[src/rtl/alu_result_stage.sv]
// sync_fifo: small generic in-order FIFO with synchronous clear.
// Latency: a push into an empty FIFO is visible at the head after one edge.
// Backpressure: the caller gates push with cnt; a pop when empty must not be issued.
module sync_fifo #(
   parameter int W     = 8,
   parameter int DEPTH = 2,
   localparam int AW   = (DEPTH > 1) ? $clog2(DEPTH) : 1,
   localparam int CW   = $clog2(DEPTH + 1)
) (
   input  logic          clk,
   input  logic          rst_n,
   input  logic          clr,
   input  logic          push,
   input  logic [W-1:0]  push_dat,
   input  logic          pop,
   output logic [W-1:0]  head_dat,
   output logic [CW-1:0] cnt
);

   logic [W-1:0]  mem [DEPTH];
   logic [AW-1:0] wr_ptr;
   logic [AW-1:0] rd_ptr;

   assign head_dat = mem[rd_ptr];

   // Pointer wrap that stays correct for non-power-of-two depths.
   function automatic logic [AW-1:0] ptr_inc(input logic [AW-1:0] p);
      return (p == AW'(DEPTH - 1)) ? '0 : p + 1'b1;
   endfunction

   // Storage, pointers and occupancy; clear wins over push and pop.
   always_ff @(posedge clk or negedge rst_n) begin
      if (!rst_n) begin
         for (int i = 0; i < DEPTH; i++) mem[i] <= '0;
         wr_ptr <= '0;
         rd_ptr <= '0;
         cnt    <= '0;
      end else if (clr) begin
         wr_ptr <= '0;
         rd_ptr <= '0;
         cnt    <= '0;
      end else begin
         if (push) begin
            mem[wr_ptr] <= push_dat;
            wr_ptr      <= ptr_inc(wr_ptr);
         end
         if (pop) rd_ptr <= ptr_inc(rd_ptr);
         cnt <= cnt + CW'(push) - CW'(pop);
      end
   end

endmodule

// alu_result_stage: condition check, NZCV update and 2-entry result buffer behind the ALU.
// Latency: 1 cycle from accept to wb head (empty buffer) and to flags/c_flag.
// Backpressure: in_ready = buffer not full and no flush; independent of wb_ready.
module alu_result_stage #(
   parameter int DATA_W = 32,
   parameter int REG_AW = 4,
   parameter int CNT_W  = 16
) (
   input  logic              clk,
   input  logic              rst_n,
   input  logic              in_valid,
   output logic              in_ready,
   input  logic [3:0]        alu_op,
   input  logic [3:0]        cond,
   input  logic              s_bit,
   input  logic [REG_AW-1:0] rd,
   input  logic [DATA_W-1:0] alu_out,
   input  logic [3:0]        nzcv_in,
   input  logic              flush,
   output logic              c_flag,
   output logic [3:0]        flags,
   output logic              wb_valid,
   input  logic              wb_ready,
   output logic [REG_AW-1:0] wb_rd,
   output logic [DATA_W-1:0] wb_data,
   output logic [CNT_W-1:0]  fail_cnt
);

   typedef struct packed {
      logic [REG_AW-1:0] rd;
      logic [DATA_W-1:0] data;
   } wb_entry_t;

   wb_entry_t  push_dat;
   wb_entry_t  head_dat;
   logic [1:0] cnt;
   logic       acc;
   logic       pass;
   logic       is_cmp;
   logic       is_arith;
   logic       flag_upd;
   logic       push_vld;
   logic       pop_vld;
   logic       fl_n, fl_z, fl_c, fl_v;

   assign fl_n = flags[3];
   assign fl_z = flags[2];
   assign fl_c = flags[1];
   assign fl_v = flags[0];

   assign in_ready = (cnt < 2'd2) & ~flush;
   assign acc      = in_valid & in_ready;
   assign is_cmp   = (alu_op[3:2] == 2'b10);
   assign is_arith = ((alu_op >= 4'd2) && (alu_op <= 4'd7)) || (alu_op == 4'd10) || (alu_op == 4'd11);
   assign flag_upd = acc & pass & (s_bit | is_cmp);
   assign push_vld = acc & pass & ~is_cmp;
   assign wb_valid = (cnt != 2'd0);
   assign pop_vld  = wb_valid & wb_ready & ~flush;
   assign c_flag   = fl_c;
   assign wb_rd    = head_dat.rd;
   assign wb_data  = head_dat.data;

   assign push_dat.rd   = rd;
   assign push_dat.data = alu_out;

   // Condition code evaluated against the architected (registered) flags.
   always_comb begin
      pass = 1'b0;
      case (cond)
         4'd0:    pass = fl_z;
         4'd1:    pass = ~fl_z;
         4'd2:    pass = fl_c;
         4'd3:    pass = ~fl_c;
         4'd4:    pass = fl_n;
         4'd5:    pass = ~fl_n;
         4'd6:    pass = fl_v;
         4'd7:    pass = ~fl_v;
         4'd8:    pass = fl_c & ~fl_z;
         4'd9:    pass = ~fl_c | fl_z;
         4'd10:   pass = (fl_n == fl_v);
         4'd11:   pass = (fl_n != fl_v);
         4'd12:   pass = ~fl_z & (fl_n == fl_v);
         4'd13:   pass = fl_z | (fl_n != fl_v);
         4'd14:   pass = 1'b1;
         default: pass = 1'b0;
      endcase
   end

   // NZCV register: N,Z always follow the ALU; C,V only for arithmetic ops.
   always_ff @(posedge clk or negedge rst_n) begin
      if (!rst_n) begin
         flags <= 4'b0000;
      end else if (flag_upd) begin
         flags[3:2] <= nzcv_in[3:2];
         if (is_arith) flags[1:0] <= nzcv_in[1:0];
      end
   end

   // Saturating count of instructions consumed with a failed condition.
   always_ff @(posedge clk or negedge rst_n) begin
      if (!rst_n) begin
         fail_cnt <= '0;
      end else if (acc && !pass && (fail_cnt != {CNT_W{1'b1}})) begin
         fail_cnt <= fail_cnt + 1'b1;
      end
   end

   sync_fifo #(
      .W     ($bits(wb_entry_t)),
      .DEPTH (2)
   ) u_wb_fifo (
      .clk      (clk),
      .rst_n    (rst_n),
      .clr      (flush),
      .push     (push_vld),
      .push_dat (push_dat),
      .pop      (pop_vld),
      .head_dat (head_dat),
      .cnt      (cnt)
   );

endmodule
[config.mk]
export PLATFORM = sky130hd
export DESIGN_NAME = alu_result_stage
export DESIGN_NICKNAME = d
export VERILOG_FILES = /design/src/rtl/alu_result_stage.sv
export SDC_FILE = /design/constraint.sdc
export NUM_CORES = 1
export LEC_CHECK = 0
export ABC_CLOCK_PERIOD_IN_PS = 3280
export CORE_MARGIN = 5
export CORE_UTILIZATION = 50
export CTS_CLUSTER_DIAMETER = 120
export DETAILED_ROUTE_END_ITERATION = 10
export PLACE_DENSITY = 0.85
export SYNTH_ARGS = -nofsm -noshare
export SYNTH_HDL_FRONTEND = slang
export SYNTH_HIERARCHICAL = 1
export SYNTH_SLANG_ARGS = --single-unit
export TNS_END_PERCENT = 10
[constraint.sdc]
create_clock -name clk -period 3.28 [get_ports clk]
set_input_delay 0.656 -clock clk [delete_from_list [all_inputs] [get_ports clk]]
set_output_delay 0.656 -clock clk [all_outputs]
set_load 0.02 [all_outputs]
==> impl_metrics.yaml <==
clock_network:
  numCtsBuffers: 9
  cts_hold_buffers: 0
  cts_tree: "done"
  htree_levels: 3
  cts_setup_buffers: 0
  clkSlewWorstSetupHoldPaths_ns: 0.09
  clk_latency_ns: 0.36
  cts-root-buf: "clkbuf_8"
  ctsLongestPathBuffers: 2
  cts_resized: 0
  cts.sinks: 96
global_routing:
  grt_max_degree: 71
  grt_pass1_vias: 3384
  grt_pass1_wl_mm: 16.57
  grt_antenna_before_repair: 0
  use_met3_pct: 2.759
  top_usage_layer: "met2"
  overflow: 0
  met2_usage_pct: 31.62
  globalRouteTotalUtil_pct: 17.88
  grtUsageMet1_pct: 22.02
sta:
  rsz0062_at_grt: "false"
  worstMarginPinSlew_ns: 0.8743
  setup_viol_count_final: 0
  drv_slew: 0
  fmax_mhz: 324.1
  fin_crit_sh_pct: 94.07
  fin_crit_ns: 3.085
  fin_ws_ns: 0.1945
  hold_viol: 0
  relSlewSlack_pct: 41.71
  fin_skew_ns: 0.01385
finish:
  syn_to_final_growth_pct: 30.24
  nets: 505
  seq_area_mm2: 0.002404
  antenna_cells: 0
  fin_area_mm2: 0.006192
  multi_input_area_mm2: 0.002170
  drive_above_1_share_pct: 33.55
  utilization_pct: 67.01
  n_fill_cell: 685
detailed_routing:
  drt-total-wl_mm: 9.953
  ant_nets: 0
  vias_per_cell: 5.165
  vias: 3006
  drc: 0
  firstDrtPassIters: 4
  wl_per_cell_um: 17.10
  first_iter_violations: 82
power:
  ir_drop_uv: 497.1
  cellPowerDensity_mw_per_mm2: 726.8
  p_sw_share_pct: 34.20
  p_leak_nw: 2.796
  clkPwrFrac_pct: 16.0
  switchingPower_mw: 1.539
  combPwrFrac_pct: 44.3
  p_int_mw: 2.961
  pwr-share-seq_pct: 39.7
floorplan:
  initial_core_util_pct: 51.46
  ios: 113
  fp.dieH_um: 107.5
  die_x_um: 107.5
  core_mm2: 0.009240
  rows: 35
  die_area_mm2: 0.01156
logic_synthesis:
  synth_xor_area_share_pct: 4.316
  synth_edf_count: 0
  synth.distinct_cells: 47
  syn_inst: 328
  netlist_area_mm2: 0.004755
  synth_top_family_by_area: "multiplexers"
  yosys.area_share.simple_pct: 9.237
  synth_seq_area_share_pct: 50.53
  async_flop_share_pct: 100.0
  synthMuxAreaShare_pct: 29.55
  synth_compound_gate_area_share_pct: 1.605
  synth_fp_nets: 385
  synth_fa_ha_area_share_pct: 0.7895
  yosysWarningCount: 6
  avgSynthCellArea_um2: 14.50
  synthFlopType: "dfrtp_1"
  ys_seq_elements: 96
outcome:
  outcome: "finished, final reports clean"
setup_path:
  end_kind: "flop"
  path_class: "input pin to flop"
  r2r_start: "flags[3]$_DFFE_PN0P_"
  crit_path_end: "u_wb_fifo/mem[65]$_DFFE_PN0P_"
  reg2reg_depth: 11
  required_ns: 3.52
  startpoint: "cond[0]"
  r2r-end: "u_wb_fifo/mem[4]$_DFFE_PN0P_"
  crit_fanout: 36
  cp.arrival_ns: 3.33
  startpoint_type: "input pin"
  r2r_setup_slack_ns: 0.61
place:
  gp_congestion: 0.8048
  post-dp-hpwl_mm: 7.156
  pre_cts_slack_ns: -0.1673
  portBuffers: 111
  dpl-instance-area_mm2: 0.006012
run:
  drv_cap: 0
min_path:
  hp-class: "input pin to async pin"
-- layer usage --
metal  part of all wire (%)  wire [µm]  vias to the layer above
li1                       -          -                     1406
met1                     43       4233                     1530
met2                     53       5275                       61
met3                    3.2        316                        9
met4                    1.3        127                        0
met5                      0          0                        -
-- Yosys cell counts, types with 2 or more instances --
cell type | n | share of area (%)
buf_2 | 6 | 0.63
nand2_1 | 5 | 0.39
mux2_1 | 12 | 2.8
nor3_2 | 2 | 0.42
nor2b_1 | 2 | 0.26
mux2_2 | 71 | 17
xnor2_1 | 15 | 2.8
buf_6 | 6 | 1.4
xor2_1 | 4 | 0.74
nand3_2 | 9 | 1.9
and4_1 | 2 | 0.37
mux2i_1 | 2 | 0.42
buf_4 | 2 | 0.32
buf_12 | 3 | 1.3
dfrtp_1 | 96 | 51
nor2_1 | 7 | 0.55
inv_1 | 3 | 0.24
nand4_1 | 2 | 0.26
mux2_4 | 30 | 9.5
ha_1 | 3 | 0.79
o21ai_0 | 2 | 0.21
and2_1 | 2 | 0.26
nand3_1 | 3 | 0.32
and3_1 | 14 | 1.8
nand3b_1 | 3 | 0.47
-- how the worst min path moves through the flow --
stage	start	end	slack, ns	cells after the start
after global placement	u_wb_fifo/mem[37]$_DFFE_PN0P_	u_wb_fifo/mem[37]$_DFFE_PN0P_	0.46	1
after global routing	rst_n	fail_cnt[11]$_DFFE_PN0P_	0.48	1
after CTS	rst_n	fail_cnt[3]$_DFFE_PN0P_	0.43	1
final	rst_n	fail_cnt[3]$_DFFE_PN0P_	0.42	1
after detailed placement	u_wb_fifo/mem[37]$_DFFE_PN0P_	u_wb_fifo/mem[37]$_DFFE_PN0P_	0.48	1
after floorplan	rst_n	fail_cnt[0]$_DFFE_PN0P_	0.36	0
-- worst max-delay path: stages --
cell and delay (ns):
clkdlybuf4s50_1 0.60, buf_4 0.18, nand3b_1 0.08, o21a_1 0.13
o32ai_1 0.39, nor4_4 0.10, nor3_1 0.20, buf_4 0.15
nor3b_4 0.21, buf_12 0.25, mux2_2 0.36
-- registers in the layout, summed over array words and instances, names as in the netlist --
register          cells
u_wb_fifo/mem        72
fail_cnt             16
flags                 4
u_wb_fifo/cnt         2
u_wb_fifo/rd_ptr      1
u_wb_fifo/wr_ptr      1
-- logic make-up (layout without fill, tap and decap cells) --
kind of cell,Yosys count,after routing
compound gates,10,10
simple gates,62,62
xor+xnor,21,21
fa+ha+maj,3,3
flops,96,96
mux,115,115
buf+inv,21,146
-- through the flow --
stage          power, mW  hold WS, ns  TNS, ns  std cells
2_1_floorplan      2.938       0.3604        0        328
3_5_place_dp       3.824       0.4760   -9.508        566
6_report           4.501       0.4192        0        582
3_3_place_gp       3.740       0.4630   -3.811        566
5_1_grt            4.757       0.4799        0        582
4_1_cts            4.558       0.4277        0        582
-- cells in the final DEF (no fill, tap or decap), types with 3 or more instances in the layout --
cell,netlist,routed
nor2_1,7,7
clkbuf_8,0,9
buf_12,3,3
nand3_1,3,3
clkdlybuf4s50_1,0,110
mux2_4,30,30
ha_1,3,3
dfrtp_1,96,95
inv_1,3,3
nand3_2,9,9
mux2_2,71,71
and3_1,14,14
mux2_1,12,12
nand2_1,5,5
xnor2_1,15,15
nand3b_1,3,3
buf_4,2,14
xor2_1,4,4
-- cell type report --
class / count / share of cell area [%]
clock inverter: 6 / 0.8487
inverter: 3 / 0.1819
timing repair buffer: 127 / 20.45
tap: 129 / 2.607
multi-input combinational: 211 / 35.04
sequential: 96 / 38.82
clock buffer: 10 / 2.061
-- power by group through the flow --
| stage | clock network, mW | registers [mW] | logic [mW] |
|---|---|---|---|
| after floorplan | 0 | 1.80 | 1.14 |
| after global placement | 0 | 1.78 | 1.96 |
| after detailed placement | 0 | 1.81 | 2.01 |
| after CTS | 0.744 | 1.79 | 2.03 |
| after global routing | 0.792 | 1.84 | 2.13 |
| final | 0.718 | 1.79 | 2.00 |
Note: power is estimated with default switching activity, not from simulation.
